`src/rtl/hazard_pkg.sv`:
```
// Shared types and constants for the pipeline hazard/redirect controller.
package hazard_pkg;

    localparam int XLEN  = 64;
    localparam int CNT_W = 32;

    typedef enum logic [1:0] {
        RUN   = 2'd0,
        DRAIN = 2'd1,
        KILL  = 2'd2
    } state_t;

    localparam state_t           RST_STATE     = RUN;
    localparam logic [XLEN-1:0]  RST_TRAP_PC   = '0;
    localparam logic [CNT_W-1:0] RST_STALL_CNT = '0;

endpackage

```
`src/rtl/hazard_ctrl_load_use_detect.sv`:
```
// Load-use hazard detector: the ID instruction needs a register that the
// load currently in EX has not produced yet.
module load_use_detect
    import hazard_pkg::*;
(
    input  logic       ex_valid,
    input  logic       ex_is_load,
    input  logic [4:0] ex_rd_addr,
    input  logic [4:0] id_rs1_addr,
    input  logic [4:0] id_rs2_addr,
    input  logic       id_use_rs1,
    input  logic       id_use_rs2,
    output logic       hit
);

    logic rs1_match;
    logic rs2_match;

    // x0 never carries a hazard, so a load to rd=0 is ignored.
    always_comb begin
        rs1_match = id_use_rs1 && (id_rs1_addr == ex_rd_addr);
        rs2_match = id_use_rs2 && (id_rs2_addr == ex_rd_addr);
        hit       = ex_valid && ex_is_load && (ex_rd_addr != 5'd0) &&
                    (rs1_match || rs2_match);
    end

endmodule

```
`src/rtl/hazard_ctrl.sv`:
```
// Pipeline hazard and redirect controller: per-stage stall/flush, PC redirect
// for mispredicts and traps, trap drain behind a busy data access, and
// discard of a wrong-path fetch still outstanding at redirect.
module hazard_ctrl
    import hazard_pkg::*;
(
    input  logic             clk,
    input  logic             rst,
    input  logic             if_busy,
    input  logic             mem_busy,
    input  logic [4:0]       id_rs1_addr,
    input  logic [4:0]       id_rs2_addr,
    input  logic             id_use_rs1,
    input  logic             id_use_rs2,
    input  logic             ex_valid,
    input  logic             ex_is_load,
    input  logic [4:0]       ex_rd_addr,
    input  logic             ex_mispredict,
    input  logic [XLEN-1:0]  ex_redirect_pc,
    input  logic             wb_except,
    input  logic [XLEN-1:0]  wb_trap_pc,
    output logic             stall_pc,
    output logic             stall_if_id,
    output logic             stall_id_ex,
    output logic             stall_ex_mem,
    output logic             stall_mem_wb,
    output logic             flush_if_id,
    output logic             flush_id_ex,
    output logic             flush_ex_mem,
    output logic             flush_mem_wb,
    output logic             pc_load,
    output logic [XLEN-1:0]  pc_target,
    output logic [CNT_W-1:0] stall_cycles
);

    state_t          state_q, state_d;
    logic [XLEN-1:0] trap_q;
    logic            trap_latch;
    logic            lu_hit;

    load_use_detect u_lu (
        .ex_valid    (ex_valid),
        .ex_is_load  (ex_is_load),
        .ex_rd_addr  (ex_rd_addr),
        .id_rs1_addr (id_rs1_addr),
        .id_rs2_addr (id_rs2_addr),
        .id_use_rs1  (id_use_rs1),
        .id_use_rs2  (id_use_rs2),
        .hit         (lu_hit)
    );

    // Priority mux and next-state: trap > mispredict > mem_busy > load-use > if_busy.
    always_comb begin
        stall_pc     = 1'b0;
        stall_if_id  = 1'b0;
        stall_id_ex  = 1'b0;
        stall_ex_mem = 1'b0;
        stall_mem_wb = 1'b0;
        flush_if_id  = 1'b0;
        flush_id_ex  = 1'b0;
        flush_ex_mem = 1'b0;
        flush_mem_wb = 1'b0;
        pc_load      = 1'b0;
        pc_target    = '0;
        trap_latch   = 1'b0;
        state_d      = state_q;

        case (state_q)
            DRAIN: begin
                // Trap waits for the in-flight data access; new events ignored.
                if (mem_busy) begin
                    {stall_pc, stall_if_id, stall_id_ex, stall_ex_mem, stall_mem_wb} = 5'b11111;
                end else begin
                    {flush_if_id, flush_id_ex, flush_ex_mem, flush_mem_wb} = 4'b1111;
                    pc_load   = 1'b1;
                    pc_target = trap_q;
                    state_d   = if_busy ? KILL : RUN;
                end
            end
            default: begin
                // KILL leaves once the outstanding wrong-path fetch has returned.
                if (state_q == KILL) state_d = if_busy ? KILL : RUN;

                if (wb_except && !mem_busy) begin
                    {flush_if_id, flush_id_ex, flush_ex_mem, flush_mem_wb} = 4'b1111;
                    pc_load   = 1'b1;
                    pc_target = wb_trap_pc;
                    state_d   = if_busy ? KILL : RUN;
                end else if (wb_except) begin
                    {stall_pc, stall_if_id, stall_id_ex, stall_ex_mem, stall_mem_wb} = 5'b11111;
                    trap_latch = 1'b1;
                    state_d    = DRAIN;
                end else if (ex_mispredict && !mem_busy) begin
                    flush_if_id = 1'b1;
                    flush_id_ex = 1'b1;
                    pc_load     = 1'b1;
                    pc_target   = ex_redirect_pc;
                    if (if_busy) state_d = KILL;
                end else if (mem_busy) begin
                    // A pending mispredict stays in EX and is taken once MEM completes.
                    {stall_pc, stall_if_id, stall_id_ex, stall_ex_mem} = 4'b1111;
                    flush_mem_wb = 1'b1;
                end else if (lu_hit) begin
                    stall_pc    = 1'b1;
                    stall_if_id = 1'b1;
                    flush_id_ex = 1'b1;
                end else if (if_busy) begin
                    stall_pc    = 1'b1;
                    flush_if_id = 1'b1;
                end

                // Wrong-path fetch must never land in IF/ID; flush beats stall there.
                if (state_q == KILL) begin
                    flush_if_id = 1'b1;
                    stall_if_id = 1'b0;
                    if (if_busy && !pc_load) stall_pc = 1'b1;
                end
            end
        endcase
    end

    // State, latched trap vector and stall-cycle counter.
    always_ff @(posedge clk) begin
        if (rst) begin
            state_q      <= RST_STATE;
            trap_q       <= RST_TRAP_PC;
            stall_cycles <= RST_STALL_CNT;
        end else begin
            state_q <= state_d;
            if (trap_latch) trap_q <= wb_trap_pc;
            if (stall_pc) stall_cycles <= stall_cycles + CNT_W'(1);
        end
    end

endmodule

```
`config.mk`:
```
export PLATFORM = sky130hd
export DESIGN_NAME = hazard_ctrl
export DESIGN_NICKNAME = d
export VERILOG_FILES = /design/src/rtl/hazard_pkg.sv /design/src/rtl/hazard_ctrl_load_use_detect.sv /design/src/rtl/hazard_ctrl.sv
export SDC_FILE = /design/constraint.sdc
export NUM_CORES = 1
export LEC_CHECK = 0
export ABC_AREA = 1
export CORE_UTILIZATION = 36
export DETAILED_ROUTE_END_ITERATION = 10
export PLACE_DENSITY = 0.68
export SLEW_MARGIN = 10
export SYNTH_ARGS = -nofsm -noshare
export SYNTH_HDL_FRONTEND = slang
export SYNTH_SLANG_ARGS = --single-unit
```
`constraint.sdc`:
```
create_clock -name clk -period 4.3 [get_ports clk]
set_input_delay 0.43 -clock clk [delete_from_list [all_inputs] [get_ports clk]]
set_output_delay 0.43 -clock clk [all_outputs]
set_load 0.01 [all_outputs]
```
==> results of run 1 <==
-- synth_stat cells --
master	instances	area, um^2
sky130_fd_sc_hd__a211oi_1	2	15.0
sky130_fd_sc_hd__a21oi_1	31	155
sky130_fd_sc_hd__a21oi_2	1	8.76
sky130_fd_sc_hd__a31oi_1	3	18.8
sky130_fd_sc_hd__a32oi_1	64	561
sky130_fd_sc_hd__and2_1	1	6.26
sky130_fd_sc_hd__buf_1	3	11.3
sky130_fd_sc_hd__buf_2	14	70.1
sky130_fd_sc_hd__buf_4	2	15.0
sky130_fd_sc_hd__buf_6	3	33.8
sky130_fd_sc_hd__buf_8	3	45.0
sky130_fd_sc_hd__clkbuf_1	51	191
sky130_fd_sc_hd__clkbuf_4	1	7.51
sky130_fd_sc_hd__dfxtp_1	98	1960
sky130_fd_sc_hd__ha_1	1	12.5
sky130_fd_sc_hd__inv_1	39	146
sky130_fd_sc_hd__inv_2	5	18.8
sky130_fd_sc_hd__nand2_1	112	420
sky130_fd_sc_hd__nand2_2	4	25.0
sky130_fd_sc_hd__nand2_4	3	33.8
sky130_fd_sc_hd__nand3_1	102	510
sky130_fd_sc_hd__nand3_2	2	20.0
sky130_fd_sc_hd__nand3b_1	1	7.51
sky130_fd_sc_hd__nand4_1	5	31.3
sky130_fd_sc_hd__nor2_1	170	638
sky130_fd_sc_hd__nor2_2	4	25.0
sky130_fd_sc_hd__nor2_4	3	33.8
sky130_fd_sc_hd__nor3_1	11	55.1
sky130_fd_sc_hd__nor3_2	7	70.1
sky130_fd_sc_hd__nor3b_1	1	7.51
sky130_fd_sc_hd__o21ai_0	133	666
sky130_fd_sc_hd__xnor2_1	7	61.3
sky130_fd_sc_hd__xor2_1	23	201
-- per-layer routing --
metal / GRT usage (%) / up-vias
met3: 6.65 / 20
met1: 32.8 / 3335
met5: 0 / -
met4: 5.49 / 0
met2: 42.4 / 253
li1: - / 3543
-- report_power, final --
group | switching [mW] | total [mW] | internal (mW)
combinational | 0.314 | 0.611 | 0.297
clock | 0.371 | 0.824 | 0.453
sequential | 0.0280 | 0.984 | 0.956
-- how the worst max path moves through the flow --
| stage | end | from |
|---|---|---|
| floorplan | pc_target[13] | mem_busy |
| global placement | stall_pc | mem_busy |
| detailed placement | stall_pc | mem_busy |
| CTS | stall_pc | mem_busy |
| global route | stall_pc | mem_busy |
| finish | stall_pc | mem_busy |
-- cells by family after synthesis --
logic type      Yosys count  share of synthesized area [%]
simple gates            426                           31.0
fa+ha+maj                 1                          0.206
compound gates          234                           23.4
buf+inv                 121                           8.86
xor+xnor                 30                           4.32
flops                    98                           32.2
-- final cells by class --
cell class | count | area [um^2]
well taps | 220 | 275
clock inverters | 6 | 67.6
repair buffers | 271 | 2690
flip-flops and latches | 98 | 1960
clock buffers | 10 | 229
multi-input cells | 691 | 3610
inverters | 44 | 165
fillers | 1619 | 7520
-- through the flow --
stage | hold slack, ns | cell area, um^2 | util (%) | std cells | worst slack, ns
after floorplan | 0.462 | 6080 | - | 910 | 2.35
after global placement | 0.484 | 8710 | 52.7 | 1324 | 0.688
after detailed placement | 0.495 | 8710 | 52.7 | 1324 | 0.615
after CTS | 0.503 | 9000 | 54.5 | 1340 | 0.611
after global routing | 0.529 | 9000 | 54.5 | 1340 | 0.440
final | 0.495 | 9000 | 54.5 | 1340 | 0.633
-- sequential cells by signal (all words and copies together), names as in the netlist --
register,cells
trap_q,64
stall_cycles,32
state_q,2
-- worst max-delay path: stages --
cell and delay (ns):
sky130_fd_sc_hd__clkdlybuf4s50_1 0.64, sky130_fd_sc_hd__inv_2 0.47, sky130_fd_sc_hd__o21ai_0 0.25, sky130_fd_sc_hd__a21oi_2 0.23
sky130_fd_sc_hd__nand2_4 0.23, sky130_fd_sc_hd__nand2_4 0.36, sky130_fd_sc_hd__inv_1 0.12, sky130_fd_sc_hd__clkdlybuf4s50_1 0.50
==> out/summary.md, run 1 <==
Routed length on met3: 1630 um. The kind of start point of the critical path is a primary input. The tools report the static power due to leakage as 3.22 nW. The run gives 9810 um as the post-route met1 wirelength. Cells with a size suffix above 1 make up 5.45% of the layout.

The detail route stage leaves a number of antenna-violating nets equal to 0. Wires add up to 22200 um. The run gives 32.2% as the share of synthesized area occupied by flip-flops and latches.

The buffers inserted during post-CTS setup optimization came out at 0. The total negative setup slack was 0 ns; the worst-skew pair later-pin latency was 0.35 ns. The net count of the finished layout is 1269.

For this run, the top clock speed supported by timing is 273 MHz. For this run, design rule violations remaining after detail routing come to 0. Post-cts repair resize count: 0.

The die covers 17400 um^2. The global-route total usage across every layer is 25.4%, and the per-instance average area after synthesis is 6.69 um^2. The min-delay analysis places its worst path in the category reg2reg.

The first-pass GRT wire length is 35700 um, and the count of port buffers added during placement is 258. The critical path in this run is classified as in2out. The number of maximum-capacitance violations is 0.

At the end of routability-driven placement, the weighted congestion stood at 0.909. After the first detailed-routing iteration, the DRC count stood at 474. In this run the critical register-to-register path is captured at trap_q[42]$_SDFFE_PP0P_.

The logs give 9 for the number of CTS-inserted buffers and 0 for the count of final setup violators. The run gives 0 as the final max-slew violation count. TritonCTS built the clock tree. In this run, distinct cell masters in the synthesized netlist total 33. The top cell types in the final layout, fill and taps aside, are sky130_fd_sc_hd__clkdlybuf4s50_1, sky130_fd_sc_hd__nor2_1, sky130_fd_sc_hd__o21ai_0. For the pin with the worst max-slew slack, the measured transition is 0.782 ns. The worst register-to-register path has a depth of 8. Hold repair after CTS inserted 0 buffers. The final worst-path cycle share is 85.3%, and the vertical extent of the die is 132 um. The highest metal layer carrying signal wires in the routed design is met4. Headroom to the max-slew limit came out at 47.9%. The routed layout has 7151 vias. For flop-to-flop paths, the worst setup slack is 1.84 ns. After layout, the design draws a total of 2.42 mW.

For the number of iterations in the first detailed-routing pass, the log shows 7. The tools report the number of global-route vias before repair as 6805. The number of nets handed over by synthesis was 1064.

The number of antenna violations at the first check in global routing was 0. The worst setup path is captured at an output pin. Power per cell area: 269 nW/um^2. The worst hold path was traced through 2 stages. The commonest non-fill, non-tap cell in the layout was sky130_fd_sc_hd__clkdlybuf4s50_1. Counting along the longest clock path gives a buffer depth of 2.

The flow ran to the end, and the final reports show no timing, DRC or antenna violations. Of all nets on the critical path, the largest fanout is 33. The run gives 98 as the number of sinks driven by the clock tree.

The tools report the number of hold violations in the final report as 0. The run gives 67 as the largest net degree at the start of global routing. The startpoint identified for the worst register-to-register timing path is state_q[0]$_SDFFE_PP0P_.

After detailed routing, the average wire length per cell comes to 16.6 um. The count of mapped cells out of synthesis was 910; the site row count was 47. The synthesized netlist occupies a cell area of 6080 um^2. Setup repair after global routing left no endpoint under its margin. The chip width was 132 um; the routed wire length on met2 was 10500 um. The relative area change from synthesis to final layout works out to 48.0%. The startpoint of the worst hold path was stall_cycles[31]$_SDFFE_PP0P_. Clock period minus final worst setup slack: 3.67 ns.

Clock-pin slew was measured on the worst setup and hold paths at 0.06 ns. Dividing the detail-routed via count by the number of cells gives 5.34. Overall overflow remaining after global route: 0. The destination of the worst hold path was stall_cycles[31]$_SDFFE_PP0P_. The top-level port count is 259.

For this run, the number of Yosys warnings is 0. Once detailed placement completed, the half-perimeter wirelength came to 15100 um. For the data required time at the worst endpoint, the log shows 3.87 ns. The cell sitting at the root of the clock tree is a sky130_fd_sc_hd__clkbuf_16. The H-tree depth came out at 3. The initial utilization of the core area, before any placement, comes to 36.8%. In this run the standard cell core region covers 16500 um^2. In this run, synthesis produced a sequential element count of 98.

Across the routed clock network, the largest skew measured is 0.00654 ns. At the worst endpoint, the arrival time is 3.24 ns. IR analysis of the VDD net gives a maximum drop of 0.186 mV.

The run gives 0 as the number of diodes.
(Power assumes the default switching activity.)
==> inputs of run 2 (changes only) <==
Settings changed: CAP_MARGIN set to 10, SKIP_LAST_GASP set to 1.
Clock period 4.3 ns to 4 ns, I/O delays scaled along.
==> run 2 against run 1 <==
- via count is 0.81% lower
- sequential share of layout area is 0.067 points higher
- routed wire length is 1.3% lower
- critical endpoint unchanged
- clock skew is 0.00086 ns lower
- first-iteration DRC count is 4.6% higher
- largest cell class unchanged
==> out/summary.md, run 2 (synthesis results as in run 1) <==
The ratio of cells with drive above 1 in the final layout was 5.53% (+0.079 points). The routability congestion estimate was 0.903 (-0.62%); the H-tree depth was 3 (unchanged). The worst-skew pair later-pin latency is 0.35 ns (about the same), and the relative area change from synthesis to final layout is 47.5%. For the number of CTS-inserted buffers, the log shows 9 (unchanged).

The startpoint identified for the worst register-to-register timing path is stall_cycles[0]$_SDFFE_PP0P_. The global-route total usage across every layer came out at 24.9% (-0.50 points). Startpoint of the worst hold path: stall_cycles[12]$_SDFFE_PP0P_. For the buffers inserted during post-CTS setup optimization, the log shows 0 (unchanged). TritonCTS built the clock tree.

The tools report the sum of routed wire length over all layers as 21900 um (-1.3%). The top-level port count was 259 (unchanged); the final worst-path cycle share was 83.8%. The tools report the clock root buffer master as sky130_fd_sc_hd__clkbuf_16. The smallest clock period supported by the final layout is computed as 3.35 ns.

The number of nets in the layout was 1273 (+0.32%). Final worst clock skew: 0.00568 ns (-0.000858 ns). Measured slew at the worst slew-check pin: 0.722 ns (-0.0598 ns).

Overall power of the completed layout: 2.51 mW (+3.6%). The number of global-route vias before repair was 6775 (-0.44%). The chip width was 132 um (unchanged). Walking the worst path, the cells encountered are clkdlybuf4s50_1 > inv_1 > nand2_1 > nand2_1 > nor2_1 > nand3_1 > nand2_1 > nand2_2 > nand3_2 > nand2_2 > nand2_4 > nand2_4 > inv_1 > clkdlybuf4s50_1. STA classifies the critical path startpoint as a primary input. The number of DRC violations after detailed routing is 0 (unchanged). The power per cell area is 279 nW/um^2 (+3.9%), and the count of final setup violators is 0 (unchanged). The number of maximum-capacitance violations was 0 (unchanged); the clock slew at the register clock pins of the worst setup and hold paths was 0.07 ns (about the same).

The worst-case clock buffer depth is 2 (unchanged). In the layout the commonest cells are sky130_fd_sc_hd__clkdlybuf4s50_1, sky130_fd_sc_hd__nor2_1, sky130_fd_sc_hd__o21ai_0. The number of diodes came out at 0 (unchanged).

The slowest stage of the critical path belongs to the cell sky130_fd_sc_hd__clkdlybuf4s50_1. The final core area utilization is 54.3% (-0.17 points), and the data arrival time of the critical path is 2.95 ns (-0.29 ns). The run gives 0 (unchanged) as the final max-slew violation count. The count of port buffers added during placement is 258 (unchanged).

The register bank with the most flops is trap_q. The worst path setup slack after routing was 0.648 ns (+0.0152 ns). The worst voltage drop across the vdd grid was 0.233 mV (+25%); the worst setup slack after placement was 0.690 ns (+0.0754 ns).

For the number of antenna violations at the first check in global routing, the log shows 0 (unchanged). The run gives 2.04 ns (+0.20 ns) as the worst reg-to-reg setup slack. Number of cells on the worst hold path: 2 (unchanged). The post-cts repair resize count was 0 (unchanged); the via-per-instance ratio was 5.29 (-0.96%). The number of antenna-violating nets in the routed design was 0 (unchanged). The number of cells on the worst reg-to-reg path is 8 (unchanged). The first-pass GRT wire length is 35000 um (-2.0%). The tools report the area of the core as 16500 um^2 (unchanged). The maximum cell stage delay along the critical path works out to 0.55 ns (-0.09 ns). For the largest net degree at the start of global routing, the log shows 65 (-3.0%). Based on the critical path, the design can be clocked at up to 298 MHz. The relative slew slack was 51.9% (+4.0 points). The run gives 7 (unchanged) as the number of iterations in the first detailed-routing pass. The class of the most critical setup path was in2out. For the number of design-rule violations left by the first detailed-router iteration, the log shows 496 (+4.6%). The commonest non-fill, non-tap cell in the layout was sky130_fd_sc_hd__clkdlybuf4s50_1. Data required time at the worst endpoint: 3.60 ns (-0.27 ns). The total of hold buffers inserted after clock tree synthesis is 0 (unchanged). The largest registers in the layout are trap_q x64, stall_cycles x32, state_q x2. The via count of the routed design is 7093 (-0.81%). The total negative setup slack was 0 ns (unchanged).

The path class of the tightest hold or removal check is reg2reg. The die footprint was 17400 um^2 (unchanged). The maximum fanout along the worst path came out at 33 (unchanged). Setup repair after global routing left no endpoint under its margin. The effective utilization at floorplan is 36.8% (unchanged). For hold timing, the worst endpoint is stall_cycles[12]$_SDFFE_PP0P_.

In this design, the critical path's most frequently occurring cell is sky130_fd_sc_hd__nand2_1. The logs give 1663 (+2.7%) for the fill cell total of the finished layout and 0 (unchanged) for the overall overflow remaining after global route. The half-perimeter wire length of the detailed placement result was 15100 um (about the same); the flip-flop count of the largest register, all copies and words added was 64 (unchanged). The run gives 0 (unchanged) as the number of hold violations in the final report. For the site row count, the log shows 47 (unchanged).

The static power due to leakage is 3.23 nW (about the same), and the routed wirelength normalized by instance count is 16.3 um (-1.5%). Vertical extent of the die: 132 um (unchanged). The tools report the capturing point of the worst reg2reg path as stall_cycles[28]$_SDFFE_PP0P_. The nature of the critical path endpoint was an output pin. The flow ran to the end, and the final reports show no timing, DRC or antenna violations.

Number of sinks driven by the clock tree: 98 (unchanged).
run 2: critical path, delay by kind of cell:
kind                   cells  cell delay [ns]
buffers and inverters      4             1.34
and+or+nand+nor           10             1.23
run 2: final cells by class:
class,count,area [um^2],area share (%)
inverter,44,165,1.84
tap,220,275,3.07
clock inverter,3,18.8,0.209
clock buffer,11,233,2.59
timing repair buffer,275,2710,30.2
multi-input combinational,691,3610,40.2
sequential,98,1960,21.9
run 2: how the worst max path moves through the flow:
| stage | from | end | slack, ns | cells after the start |
|---|---|---|---|---|
| 5_1_grt | ex_rd_addr[4] | stall_pc | 0.36 | 14 |
| 3_5_place_dp | wb_except | pc_target[7] | 0.69 | 6 |
| 2_1_floorplan | mem_busy | pc_target[13] | 2.11 | 6 |
| 6_report | ex_rd_addr[4] | stall_pc | 0.65 | 14 |
| 3_3_place_gp | wb_except | pc_target[7] | 0.69 | 6 |
| 4_1_cts | ex_rd_addr[4] | stall_pc | 0.69 | 14 |
run 2: routing by layer:
metal | GRT usage [%] | vias up | routed length, um
li1 | - | 3554 | -
met1 | 31.7 | 3244 | 9630
met2 | 41.3 | 267 | 10100
met3 | 6.57 | 28 | 1690
met4 | 7.04 | 0 | 423
met5 | 0 | - | 0
run 2: per-stage QoR:
step           cells  hold WS (ns)  area [um^2]
2_1_floorplan    910         0.462         6080
3_3_place_gp    1328         0.481         8720
3_5_place_dp    1328         0.493         8720
4_1_cts         1342         0.504         8970
5_1_grt         1342         0.538         8970
6_report        1342         0.503         8970
run 2: power by group:
part / switching (mW) / internal [mW]
registers: 0.0300 / 1.03
logic: 0.335 / 0.320
clock network: 0.378 / 0.415
total: 0.743 / 1.76
==> inputs of run 3 (changes only) <==
Settings changed: PLACE_DENSITY 0.68 to 0.7.
Clock period 4 ns to 3 ns, I/O delays scaled along.
==> run 3 against run 2 <==
- sequential cell count did not move
- final area increased by 2.1%
- total power increased by 40%
- count of clock-buffer cells in the layout grew 1
- sequential share of layout area down 0.44 points
- utilization grew 1.1 points
- first-iteration DRC count shrank 8.1%
- setup slack worse by 0.49 ns
- global-route usage fell by 0.32 points
- clock skew grew 0.0069 ns
- largest cell class unchanged
- highest routed layer unchanged
==> out/summary.md, run 3 (synthesis results as in run 1) <==
The worst-skew pair later-pin latency is 0.35 ns (about the same), and the final worst clock skew is 0.0126 ns (+0.00691 ns). For the routability congestion estimate, the log shows 0.929 (+2.8%). For the final max-slew violation count, the log shows 0 (unchanged). The number of CTS-inserted buffers is 9 (unchanged), and the count of port buffers added during placement is 258 (unchanged).

The worst voltage drop across the vdd grid is 0.314 mV (+35%), and the maximum fanout along the worst path is 26 (-21%). The run gives 0.154 ns (-0.494 ns) as the worst path setup slack after routing. The class of the most critical setup path was in2out. STA classifies the critical path endpoint as an output pin. Data arrival time of the critical path: 2.55 ns (-0.40 ns). The run gives 2 (unchanged) as the worst-case clock buffer depth. For the die footprint, the log shows 17400 um^2 (unchanged). The largest net degree at the start of global routing was 69 (+6.2%); the number of DRC violations after detailed routing was 0 (unchanged). The run finished with clean final reports.

The worst setup slack after placement is 0.157 ns (-0.533 ns). The half-perimeter wire length of the detailed placement result came out at 14900 um (-1.4%). The via-per-instance ratio came out at 5.35 (+1.2%). The number of sinks driven by the clock tree came out at 98 (unchanged). For the effective utilization at floorplan, the log shows 36.8% (unchanged). For the finished layout, the period the worst path requires is 2.85 ns. The total of hold buffers inserted after clock tree synthesis is 0 (unchanged). The site row count came out at 47 (unchanged).

The tools report the register area as 1960 um^2 (unchanged). Setup repair after global routing left no endpoint under its margin. For the count of final setup violators, the log shows 0 (unchanged). The commonest non-fill, non-tap cell in the layout was sky130_fd_sc_hd__clkdlybuf4s50_1. Worst reg-to-reg setup slack: 0.84 ns (-1.20 ns).

The clock root buffer master was sky130_fd_sc_hd__clkbuf_16. The overall overflow remaining after global route was 0 (unchanged); the number of global-route vias before repair was 6800 (+0.37%). The area of the core is 16500 um^2 (unchanged).

In the final layout, the registers with the most flip-flops are trap_q x64, stall_cycles x32, state_q x2. The final core area utilization was 55.4% (+1.1 points); the post-cts repair resize count was 0 (unchanged). The number of maximum-capacitance violations is 0 (unchanged), and the final worst-path cycle share is 94.9%. The power per cell area works out to 382 nW/um^2 (+37%). Routed wirelength normalized by instance count: 16.1 um (-1.4%).

In the layout the commonest cells are sky130_fd_sc_hd__clkdlybuf4s50_1, sky130_fd_sc_hd__nor2_1, sky130_fd_sc_hd__o21ai_0. The register with the most flip-flops in the final layout is trap_q. The total negative setup slack was 0 ns (unchanged).

Among all stages on the critical path, the largest delay is contributed by sky130_fd_sc_hd__clkdlybuf4s50_1. The tools report the beginning of the worst register-to-register path as state_q[0]$_SDFFE_PP0P_. The number of cells on the worst reg-to-reg path came out at 8 (unchanged).

Non-filler instance count after layout: 1350 (+0.60%). For the first-pass GRT wire length, the log shows 34700 um (-1.1%). STA classifies the critical path startpoint as a primary input.

The ratio of cells with drive above 1 in the final layout was 6.11% (+0.59 points). The number of antenna-violating nets in the routed design came out at 0 (unchanged). The logs give 259 (unchanged) for the top-level port count and 3.30 nW (+2.3%) for the static power due to leakage. The tightest min-delay check is of the reg2reg type. The via count of the routed design was 7219 (+1.8%). The destination of the worst hold path is stall_cycles[31]$_SDFFE_PP0P_. The area growth from synthesis to layout is 50.6%.

Traced cell by cell, the critical path runs through clkdlybuf4s50_1 > inv_2 > nor2_4 > buf_12 > a32oi_1 > o21ai_0 > clkdlybuf4s50_1. The capturing point of the worst reg2reg path was trap_q[6]$_SDFFE_PP0P_. The tools report the buffers inserted during post-CTS setup optimization as 0 (unchanged).

In this design, the critical path's most frequently occurring cell is sky130_fd_sc_hd__clkdlybuf4s50_1. The maximum cell stage delay along the critical path came out at 0.62 ns (+0.07 ns). The tools report the startpoint of the worst hold path as stall_cycles[31]$_SDFFE_PP0P_. The run gives 456 (-8.1%) as the number of design-rule violations left by the first detailed-router iteration. Measured slew at the worst slew-check pin: 0.635 ns (-0.0875 ns). The number of cells on the worst hold path is 2 (unchanged). The number of hold violations in the final report came out at 0 (unchanged).

The number of iterations in the first detailed-routing pass was 5 (-2); the vertical extent of the die was 132 um (unchanged). The global-route total usage across every layer came out at 24.6% (-0.32 points). Data required time at the worst endpoint: 2.70 ns (-0.90 ns). Flip-flop count of the largest register, all copies and words added: 64 (unchanged).

TritonCTS built the clock tree. The tools report the total area of multi-input combinational cells as 3610 um^2 (unchanged). Number of nets in the layout: 1278 (+0.39%).

The H-tree depth is 3 (unchanged), and the highest clock frequency the design can meet is 351 MHz. Clock slew at the register clock pins of the worst setup and hold paths: 0.06 ns (about the same). For the fill cell total of the finished layout, the log shows 1605 (-3.5%). Chip width: 132 um (unchanged).

The logs give 1332 (+0.30%) for the cell count after placement and 1 (+1) for the number of antenna violations at the first check in global routing. The relative slew slack came out at 57.6% (+5.8 points). The run gives 21700 um (-0.83%) as the sum of routed wire length over all layers.
-- run 3: cell count changes in the layout (fill, tap and decap cells not counted) --
cell / before / now
sky130_fd_sc_hd__clkinvlp_4: 0 / 1
sky130_fd_sc_hd__buf_4: 17 / 14
sky130_fd_sc_hd__clkbuf_8: 0 / 1
sky130_fd_sc_hd__diode_2: 0 / 1
sky130_fd_sc_hd__bufinv_16: 0 / 1
sky130_fd_sc_hd__clkinv_2: 2 / 1
sky130_fd_sc_hd__buf_12: 0 / 8
-- run 3: where the power goes --
| group | total (mW) | switching [mW] | internal, mW |
|---|---|---|---|
| Clock | 1.19 | 0.515 | 0.671 |
| Combinational | 0.906 | 0.455 | 0.451 |
| Sequential | 1.41 | 0.0401 | 1.37 |
-- run 3: per-stage QoR --
| stage | instance area [um^2] | total power, mW | hold slack [ns] |
|---|---|---|---|
| 2_1_floorplan | 6080 | 1.84 | 0.378 |
| 6_report | 9160 | 3.50 | 0.492 |
| 3_3_place_gp | 8840 | 2.33 | 0.483 |
| 5_1_grt | 9160 | 3.66 | 0.525 |
| 4_1_cts | 9140 | 3.52 | 0.498 |
| 3_5_place_dp | 8840 | 2.34 | 0.487 |
-- run 3: metal layers --
layer | track usage, % | share of wire (%) | vias up
met3 | 6.04 | 7.6 | 24
li1 | - | - | 3563
met1 | 30.0 | 43 | 3379
met2 | 42.2 | 47 | 253
met5 | 0 | 0 | -
met4 | 7.95 | 1.7 | 0
-- run 3: worst max-delay path by stage --
stage	from	endpoint	slack (ns)	cells after the start
finish	wb_except	pc_target[63]	0.15	7
global route	wb_except	pc_target[63]	0.06	7
CTS	wb_except	pc_target[63]	0.13	7
floorplan	mem_busy	pc_target[13]	1.31	6
global placement	wb_except	pc_target[63]	0.1	7
detailed placement	wb_except	pc_target[63]	0.16	7
-- run 3: final cells by class --
| cell class | count | area share (%) |
|---|---|---|
| Sequential cell | 98 | 21.4 |
| Clock inverter | 4 | 0.560 |
| Timing Repair Buffer | 280 | 31.1 |
| Tap cell | 220 | 3.00 |
| Clock buffer | 12 | 2.69 |
| Inverter | 44 | 1.80 |
| Multi-Input combinational cell | 691 | 39.4 |
| Antenna cell | 1 | 0.0273 |
-- run 3: worst max-delay path, delay by kind of cell --
family / cells / cell delay (ns)
buffers and inverters: 4 / 1.50
AOI/OAI and AO/OA: 2 / 0.45
and+or+nand+nor: 1 / 0.28
